--- src/rtl/legv8_pkg.sv ---
// Shared constants, types and decode helpers for the LEGv8 multi-cycle control unit.
package legv8_pkg;

    localparam logic [4:0] FS_AND = 5'b00000;
    localparam logic [4:0] FS_ORR = 5'b00100;
    localparam logic [4:0] FS_ADD = 5'b01000;
    localparam logic [4:0] FS_SUB = 5'b01011;
    localparam logic [4:0] FS_EOR = 5'b01100;

    localparam logic [10:0] OP_ADD  = 11'b10001011000;
    localparam logic [10:0] OP_SUB  = 11'b11001011000;
    localparam logic [10:0] OP_AND  = 11'b10001010000;
    localparam logic [10:0] OP_ORR  = 11'b10101010000;
    localparam logic [10:0] OP_EOR  = 11'b11001010000;
    localparam logic [10:0] OP_ADDS = 11'b10101011000;
    localparam logic [10:0] OP_SUBS = 11'b11101011000;
    localparam logic [10:0] OP_STUR = 11'b11111000000;
    localparam logic [10:0] OP_LDUR = 11'b11111000010;
    localparam logic [9:0]  OP_ADDI = 10'b1001000100;
    localparam logic [9:0]  OP_SUBI = 10'b1101000100;
    localparam logic [7:0]  OP_CBZ  = 8'b10110100;
    localparam logic [7:0]  OP_CBNZ = 8'b10110101;
    localparam logic [7:0]  OP_BCOND = 8'b01010100;
    localparam logic [5:0]  OP_B    = 6'b000101;

    localparam logic [1:0] PS_HOLD   = 2'b00;
    localparam logic [1:0] PS_INC    = 2'b01;
    localparam logic [1:0] PS_BRANCH = 2'b10;

    localparam logic [3:0] COND_EQ = 4'b0000, COND_NE = 4'b0001;
    localparam logic [3:0] COND_HS = 4'b0010, COND_LO = 4'b0011;
    localparam logic [3:0] COND_MI = 4'b0100, COND_PL = 4'b0101;
    localparam logic [3:0] COND_VS = 4'b0110, COND_VC = 4'b0111;
    localparam logic [3:0] COND_HI = 4'b1000, COND_LS = 4'b1001;
    localparam logic [3:0] COND_GE = 4'b1010, COND_LT = 4'b1011;
    localparam logic [3:0] COND_GT = 4'b1100, COND_LE = 4'b1101;
    localparam logic [3:0] COND_AL = 4'b1110;

    typedef enum logic [1:0] {
        FETCH = 2'd0,
        EXEC  = 2'd1,
        MEM   = 2'd2
    } state_t;

    typedef enum logic [3:0] {
        I_ADD, I_SUB, I_AND, I_ORR, I_EOR, I_ADDS, I_SUBS,
        I_ADDI, I_SUBI, I_STUR, I_LDUR, I_B, I_CBZ, I_CBNZ, I_BCOND, I_ILLEGAL
    } instr_t;

    // Packs MSB-first into the 25-bit datapath control word.
    typedef struct packed {
        logic [4:0] sa;
        logic [4:0] sb;
        logic [4:0] da;
        logic       reg_write;
        logic       mem_write;
        logic [4:0] fs;
        logic       bsel;
        logic       en_mem;
        logic       en_alu;
    } ctrl_word_t;

    // Widest-opcode-first so the shorter branch prefixes never shadow a data op.
    function automatic instr_t decode(input logic [10:0] opc);
        instr_t op;
        op = I_ILLEGAL;
        if      (opc == OP_ADD)       op = I_ADD;
        else if (opc == OP_SUB)       op = I_SUB;
        else if (opc == OP_AND)       op = I_AND;
        else if (opc == OP_ORR)       op = I_ORR;
        else if (opc == OP_EOR)       op = I_EOR;
        else if (opc == OP_ADDS)      op = I_ADDS;
        else if (opc == OP_SUBS)      op = I_SUBS;
        else if (opc == OP_STUR)      op = I_STUR;
        else if (opc == OP_LDUR)      op = I_LDUR;
        else if (opc[10:1] == OP_ADDI) op = I_ADDI;
        else if (opc[10:1] == OP_SUBI) op = I_SUBI;
        else if (opc[10:3] == OP_CBZ)  op = I_CBZ;
        else if (opc[10:3] == OP_CBNZ) op = I_CBNZ;
        else if (opc[10:3] == OP_BCOND) op = I_BCOND;
        else if (opc[10:5] == OP_B)    op = I_B;
        return op;
    endfunction

    function automatic logic [4:0] alu_fs(input instr_t op);
        logic [4:0] fs;
        case (op)
            I_SUB, I_SUBS, I_SUBI: fs = FS_SUB;
            I_AND:                 fs = FS_AND;
            I_ORR:                 fs = FS_ORR;
            I_EOR:                 fs = FS_EOR;
            default:               fs = FS_ADD;
        endcase
        return fs;
    endfunction

endpackage

--- src/rtl/legv8_cond_eval.sv ---
// Evaluates a B.cond condition code against the latched {V,C,N,Z} flags.
module legv8_cond_eval
    import legv8_pkg::*;
(
    input  logic [3:0] cond,
    input  logic [3:0] flags,
    output logic       taken
);

    logic v, c, n, z;
    logic base;

    assign v = flags[3];
    assign c = flags[2];
    assign n = flags[1];
    assign z = flags[0];

    // Even codes define the test; odd codes invert it, except the AL pair.
    always_comb begin
        base = 1'b1;
        case (cond[3:1])
            COND_EQ[3:1]: base = z;
            COND_HS[3:1]: base = c;
            COND_MI[3:1]: base = n;
            COND_VS[3:1]: base = v;
            COND_HI[3:1]: base = c & ~z;
            COND_GE[3:1]: base = (n == v);
            COND_GT[3:1]: base = ~z & (n == v);
            default:      base = 1'b1;
        endcase
        taken = (cond[0] && (cond[3:1] != COND_AL[3:1])) ? ~base : base;
    end

endmodule

--- src/rtl/legv8_control_fsm.sv ---
// Multi-cycle LEGv8 control unit: FETCH latches IR, EXEC decodes, MEM finishes LDUR.
module legv8_control_fsm
    import legv8_pkg::*;
(
    input  logic        clock,
    input  logic        reset,
    input  logic [31:0] instruction,
    input  logic [4:0]  status,
    output logic [24:0] ControlWord,
    output logic [63:0] K,
    output logic [1:0]  PS,
    output logic        IL,
    output logic        SL,
    output logic        illegal,
    output state_t      fsm_state
);

    state_t     state, state_next;
    logic [31:0] ir;
    instr_t     op;
    ctrl_word_t cw;
    logic       cond_taken;
    logic [4:0] rd, rn, rm;
    logic [63:0] imm12_zx, imm9_sx, imm19_sx, imm26_sx;

    assign op        = decode(ir[31:21]);
    assign rd        = ir[4:0];
    assign rn        = ir[9:5];
    assign rm        = ir[20:16];
    assign imm12_zx  = {52'd0, ir[21:10]};
    assign imm9_sx   = {{55{ir[20]}}, ir[20:12]};
    assign imm19_sx  = {{45{ir[23]}}, ir[23:5]};
    assign imm26_sx  = {{38{ir[25]}}, ir[25:0]};
    assign fsm_state = state;
    assign ControlWord = cw;

    legv8_cond_eval u_cond_eval (
        .cond  (ir[3:0]),
        .flags (status[4:1]),
        .taken (cond_taken)
    );

    always_ff @(posedge clock) begin
        if (reset) begin
            state <= FETCH;
            ir    <= '0;
        end else begin
            state <= state_next;
            if (state == FETCH) ir <= instruction;
        end
    end

    // Reset forces the NOP word so an interrupted EXEC/MEM never writes.
    always_comb begin
        cw         = '{sa: 5'd31, sb: 5'd31, da: 5'd31, reg_write: 1'b0, mem_write: 1'b0,
                       fs: FS_ADD, bsel: 1'b0, en_mem: 1'b0, en_alu: 1'b0};
        K          = '0;
        PS         = PS_HOLD;
        IL         = 1'b0;
        SL         = 1'b0;
        illegal    = 1'b0;
        state_next = FETCH;
        if (!reset) begin
            case (state)
                FETCH: begin
                    IL         = 1'b1;
                    state_next = EXEC;
                end
                EXEC: begin
                    case (op)
                        I_ADD, I_SUB, I_AND, I_ORR, I_EOR, I_ADDS, I_SUBS, I_ADDI, I_SUBI: begin
                            cw.sa        = rn;
                            cw.sb        = rm;
                            cw.da        = rd;
                            cw.reg_write = 1'b1;
                            cw.en_alu    = 1'b1;
                            cw.fs        = alu_fs(op);
                            SL           = (op == I_ADDS) || (op == I_SUBS);
                            PS           = PS_INC;
                            if (op == I_ADDI || op == I_SUBI) begin
                                cw.bsel = 1'b1;
                                K       = imm12_zx;
                            end
                        end
                        I_STUR, I_LDUR: begin
                            cw.sa        = rn;
                            cw.sb        = rd;
                            cw.bsel      = 1'b1;
                            K            = imm9_sx;
                            cw.mem_write = (op == I_STUR);
                            PS           = (op == I_STUR) ? PS_INC : PS_HOLD;
                            state_next   = (op == I_LDUR) ? MEM : FETCH;
                        end
                        I_B: begin
                            K  = imm26_sx;
                            PS = PS_BRANCH;
                        end
                        I_CBZ, I_CBNZ: begin
                            cw.sb = rd;
                            K     = imm19_sx;
                            PS    = ((op == I_CBZ) == status[0]) ? PS_BRANCH : PS_INC;
                        end
                        I_BCOND: begin
                            K  = imm19_sx;
                            PS = cond_taken ? PS_BRANCH : PS_INC;
                        end
                        default: begin
                            PS      = PS_INC;
                            illegal = 1'b1;
                        end
                    endcase
                end
                MEM: begin
                    cw.sa        = rn;
                    cw.da        = rd;
                    cw.bsel      = 1'b1;
                    cw.en_mem    = 1'b1;
                    cw.reg_write = 1'b1;
                    K            = imm9_sx;
                    PS           = PS_INC;
                end
                default: ;
            endcase
        end
    end

endmodule

--- config.mk ---
export PLATFORM = sky130hd
export DESIGN_NAME = legv8_control_fsm
export DESIGN_NICKNAME = d
export VERILOG_FILES = /design/src/rtl/legv8_pkg.sv /design/src/rtl/legv8_cond_eval.sv /design/src/rtl/legv8_control_fsm.sv
export SDC_FILE = /design/constraint.sdc
export NUM_CORES = 1
export LEC_CHECK = 0
export ABC_AREA = 1
export CAP_MARGIN = 20
export CORE_MARGIN = 2
export CORE_UTILIZATION = 40
export DETAILED_ROUTE_END_ITERATION = 10
export GPL_TIMING_DRIVEN = 0
export PLACE_DENSITY = 0.76
export SLEW_MARGIN = 20
export SYNTH_ARGS = -nofsm -noshare
export SYNTH_HDL_FRONTEND = slang
export SYNTH_SLANG_ARGS = --single-unit
--- constraint.sdc ---
create_clock -name clock -period 6.1 [get_ports clock]
set_input_delay 1.525 -clock clock [delete_from_list [all_inputs] [get_ports clock]]
set_output_delay 1.525 -clock clock [all_outputs]
set_load 0.05 [all_outputs]
==> After elaboration in Yosys (flattened, before gate mapping) <==
Cells that the tools add are included.
{ "totals": {"regBits": 34, "in_bits": 39, "output_inout_bits": 96, "word_cells": 115} }
{ "op_classes": {"n_eq_ne": 40, "mux": 55, "n_bitwise": 4, "n_reduce_logical": 14} }
{ "op_table": {"columns": ["op", "n"], "rows": [
  ["$pmux W64 S4", 1],
  ["$pmux W64 S2", 1],
  ["$eq A11 B11 Y1 const B", 9],
  ["$mux W64", 1],
  ["$mux W4", 10],
  ["$eq A4 B4 Y1 const B", 7],
  ["$mux W25", 1],
  ["$eq A10 B10 Y1 const B", 2],
  ["$pmux W5 S2", 2],
  ["$eq A4 B3 Y1 const B", 4],
  ["$eq A8 B8 Y1 const B", 2],
  ["$pmux W4 S4", 1],
  ["$mux W1", 15],
  ["$mux W3", 5],
  ["$mux W5", 3],
  ["$reduce_or A15 Y1", 1],
  ["$mux W12", 1],
  ["$mux W6", 2],
  ["$pmux W6 S2", 1],
  ["$reduce_or A11 Y1", 1],
  ["$mux W2", 5],
  ["$eq A3 B3 Y1 const B", 3],
  ["$reduce_or A9 Y1", 1],
  ["$eq A4 B2 Y1 const B", 2],
  ["other kinds (23)", 32]
]} }

==> Depth between registers and ports, before layout <==
{ "depth": {"word_depth": 22, "ltp_mapped": 13, "mapped_depth_nobuf": 12} }

==> Cells and area by module <==
Synthesis repeated with hierarchy kept, for this count alone.
{ "hier_totals": {"hier_cells": 545, "hier_area_um2": 3268.1} }
{ "by_module_without_submodules": {"columns": ["mod", "instances", "cells_per_inst", "area_each_um2", "seq_area_each_um2"], "rows": [
  ["legv8_control_fsm", 1, 516, 3134.3, 680.7],
  ["legv8_cond_eval", 1, 29, 133.9, 0.0]
]} }

==> Least setup slack after synthesis <==
OpenSTA, ideal clock, no wires.
{ "synth_path": {"path_type": "input to output", "from": "input port reset", "to": "output port K[26]", "arrival_time_ns": 4.788, "required_ns": 4.575, "setup_slack_ns": -0.213, "cell_stages": 6, "n_path_buf": 3, "cell_sequence": "buf_2 -> nor2_1 -> clkinv_1 -> clkbuf_1 -> a21oi_1 -> buf_4"} }
{ "synth_between": {"elab_chain_cells": 1} }
{ "synth_rtl": {"columns": ["item", "line", "text"], "rows": [
  ["from (decl)", "legv8_control_fsm.sv:6", "input logic reset,"],
  ["$mux W64", "legv8_control_fsm.sv:63", "if (!reset) begin"],
  ["to (decl)", "legv8_control_fsm.sv:10", "output logic [63:0] K,"]
]} }
No other way between the ends.

==> Worst setup path in the final report <==
{ "layout_path": {"from": "input port reset", "to": "output port K[60]"} }
Same word-level chain as after synthesis.

==> reports/metrics.yaml <==
final_layout:
  final_util: 0.617
  diodes: 0
  final_cells: 790
  drive_above_1_share: 0.119
  design_area_um2: 4790
  syn_to_final_growth_pct: 47.9
  finalNetCount: 730
timing:
  fmax_mhz: 172
  setup_violations: 0
  rsz0062_at_grt: "no"
  worst_pin_slew_ns: 0.901
  post-route-min-period_ns: 5.82
  finClkSkew_ns: 0.00803
  finalMaxSlewViolations: 0
  worst_slack_ns: 0.281
  hold_viol: 0
  relSlewSlack: 0.398
  fin_crit_sh: 0.954
setup_path:
  rr_worst_depth: 7
  cp.arrival_ns: 4.29
  critPathRequiredTime_ns: 4.58
  setup.worst_path.end: "K[60]"
  cp_max_fo: 39
  crit_type: "in2out"
  cpMaxStageDelayCell: "clkdlybuf4s50_1"
  cp-start-kind: "primary input"
  crit_start: "reset"
  slowest_delay_ns: 0.80
  reg2reg_to: "ir[9]"
  reg2reg_from: "fsm_state[1]"
  r2r_slack_ns: 3.60
  crit_path_end_kind: "primary output"
  crit_chain: "buf_2 > nor2_1 > clkinv_1 > clkbuf_1 > a21oi_4 > buf_4 > clkdlybuf4s50_1"
power_and_ir_drop:
  p_clk_frac: 0.302
  vdd.ir_drop.worst_mv: 0.118
  power_mw: 0.597
  switching_share: 0.350
  p_switching_mw: 0.209
  power.share.sequential: 0.438
  comb_power_share: 0.260
  p_per_area_nw_per_um2: 125
  p_int_mw: 0.389
  p_leak_nw: 2.06
route:
  postRouteAntennaNets: 0
  drt_wl_total_um: 12000
  vias: 4185
  via_per_inst: 5.30
  firstDrtPassIters: 6
  drcViolationCount: 0
  wl_per_cell_um: 15.2
  drt_iter0_markers: 240
synth:
  synth_common_cells: "nand2_1, nor2_1, nand3_1, inv_1, buf_4"
  synth_area_per_cell_um2: 5.91
  ys_seq_area_frac: 0.210
  yosys.area.top_type_share: 0.210
  ys_warn_count: 0
  syn_inst: 548
  yosys_register_bits: 34
  synth_edf_count: 0
  synth_flop_cell: "dfxtp_1"
  async_reset_ff_frac: 0
  synthDistinctLibCells: 34
  synth_area_um2: 3240
  synth_top_cell_by_area: "dfxtp_1"
  synth_fp_nets: 591
  ys_top_cells_by_area: "dfxtp_1, nand2_1, buf_4"
  yosysMostFrequentCell: "nand2_1"
place:
  dpl.cell_count: 782
  dpl_worst_slack_ns: 0.305
  port_buffers: 132
  dp_hpwl_um: 9360
  dpl_cell_area_um2: 4700
  routabilityCongestion: 0.939
die:
  boundaryPins: 135
  dieArea_um2: 8830
  core-area_um2: 7770
  row_count: 32
  start_util: 0.417
  die_h_um: 94.0
  fp.dieW_um: 94.0
clock_network:
  ctsResizeCount: 0
  cts_tree: "done"
  htreeDepth: 2
  clock_latency_ns: 0.29
  post_cts_buffers: 0
  cts_buffer_depth: 2
  cts_hold_buf: 0
  cts.sinks: 34
  cts-root-buf: "clkbuf_8"
  path_clk_slew_ns: 0.07
  cts-buffers-inserted: 5
worst_hold_path:
  hold_class: "reg2reg"
global_route:
  antenna_found_initial: 0
  grt_pass1_vias: 3844
  track_usage: 0.269
  grt_start_max_net_pins: 40
  grt_pass1_wl_um: 19000
  gr-total-overflow: 0
outcome:
  status: "finished clean"
flow_run:
  cap_violations: 0
==> state kept, by name (all words and copies together), names as in the netlist <==
| register | cells |
|---|---|
| fsm_state | 2 |
| ir | 32 |
==> worst max-delay path, delay by kind of cell <==
family	cells	cell delay, ns
simple gates	1	0.16
compound gates	1	0.77
buf+inv	5	1.80
==> through the flow <==
step	setup TNS, ns	hold slack [ns]
finish	0	0.538
global route	0	0.567
CTS	0	0.530
detailed placement	0	0.519
global placement	-0.741	0.513
floorplan	0	0.467
==> layer usage <==
metal | GRT usage | vias to the layer above | part of all wire
li1 | - | 2021 | -
met1 | 0.369 | 1899 | 0.44
met2 | 0.423 | 238 | 0.43
met3 | 0.0482 | 27 | 0.097
met4 | 0.0906 | 0 | 0.029
met5 | 0 | - | 0
==> cells in the final DEF (no fill, tap or decap), drive strengths merged, types with 2 or more instances in the layout <==
master	Yosys	final
nand4	8	8
nor2	73	73
nand3	49	49
o211ai	7	7
clkdlybuf4s50	0	132
clkbuf	18	25
nand3b	3	3
o21ai	15	15
dfxtp	34	34
ha	4	4
a21oi	32	32
clkinv	1	2
nand2	157	157
inv	53	53
a211oi	25	25
a22oi	12	12
buf	50	50
==> how the worst min path moves through the flow <==
stage / start / to / cells after the start
after detailed placement: ir[11] / ir[11] / 2
after global routing: ir[11] / ir[11] / 2
final: ir[11] / ir[11] / 2
after global placement: ir[9] / ir[9] / 2
after floorplan: ir[10] / ir[10] / 2
after CTS: ir[11] / ir[11] / 2
==> final cells by class <==
class / instances / area, um^2
clock inverters: 1 / 5.00
inverters: 54 / 203
clock buffers: 7 / 86.3
multi-input cells: 392 / 1940
well taps: 102 / 128
flip-flops and latches: 34 / 681
plain buffers: 68 / 425
fillers: 752 / 2980
repair buffers: 132 / 1320
==> cell families (layout without fill, tap and decap cells) <==
family | count (synthesis) | after routing | share of synthesized area
other | 1 | 1 | 0.00116
AOI/OAI and AO/OA | 93 | 93 | 0.179
DFF | 34 | 34 | 0.210
and+or+nand+nor | 292 | 292 | 0.395
xor gates and xnor gates | 2 | 2 | 0.00541
adders and majority gates | 4 | 4 | 0.0155
buffers and inverters | 122 | 262 | 0.194
==> power groups by stage <==
stage                     clock network, mW  logic, mW  registers [mW]
after floorplan                           0     0.0936           0.259
final                                 0.180      0.155           0.262
after detailed placement                  0      0.153           0.266
after CTS                             0.179      0.154           0.261
after global routing                  0.190      0.170           0.264
after global placement                    0      0.151           0.265
Power figures use the tool's default switching activity.
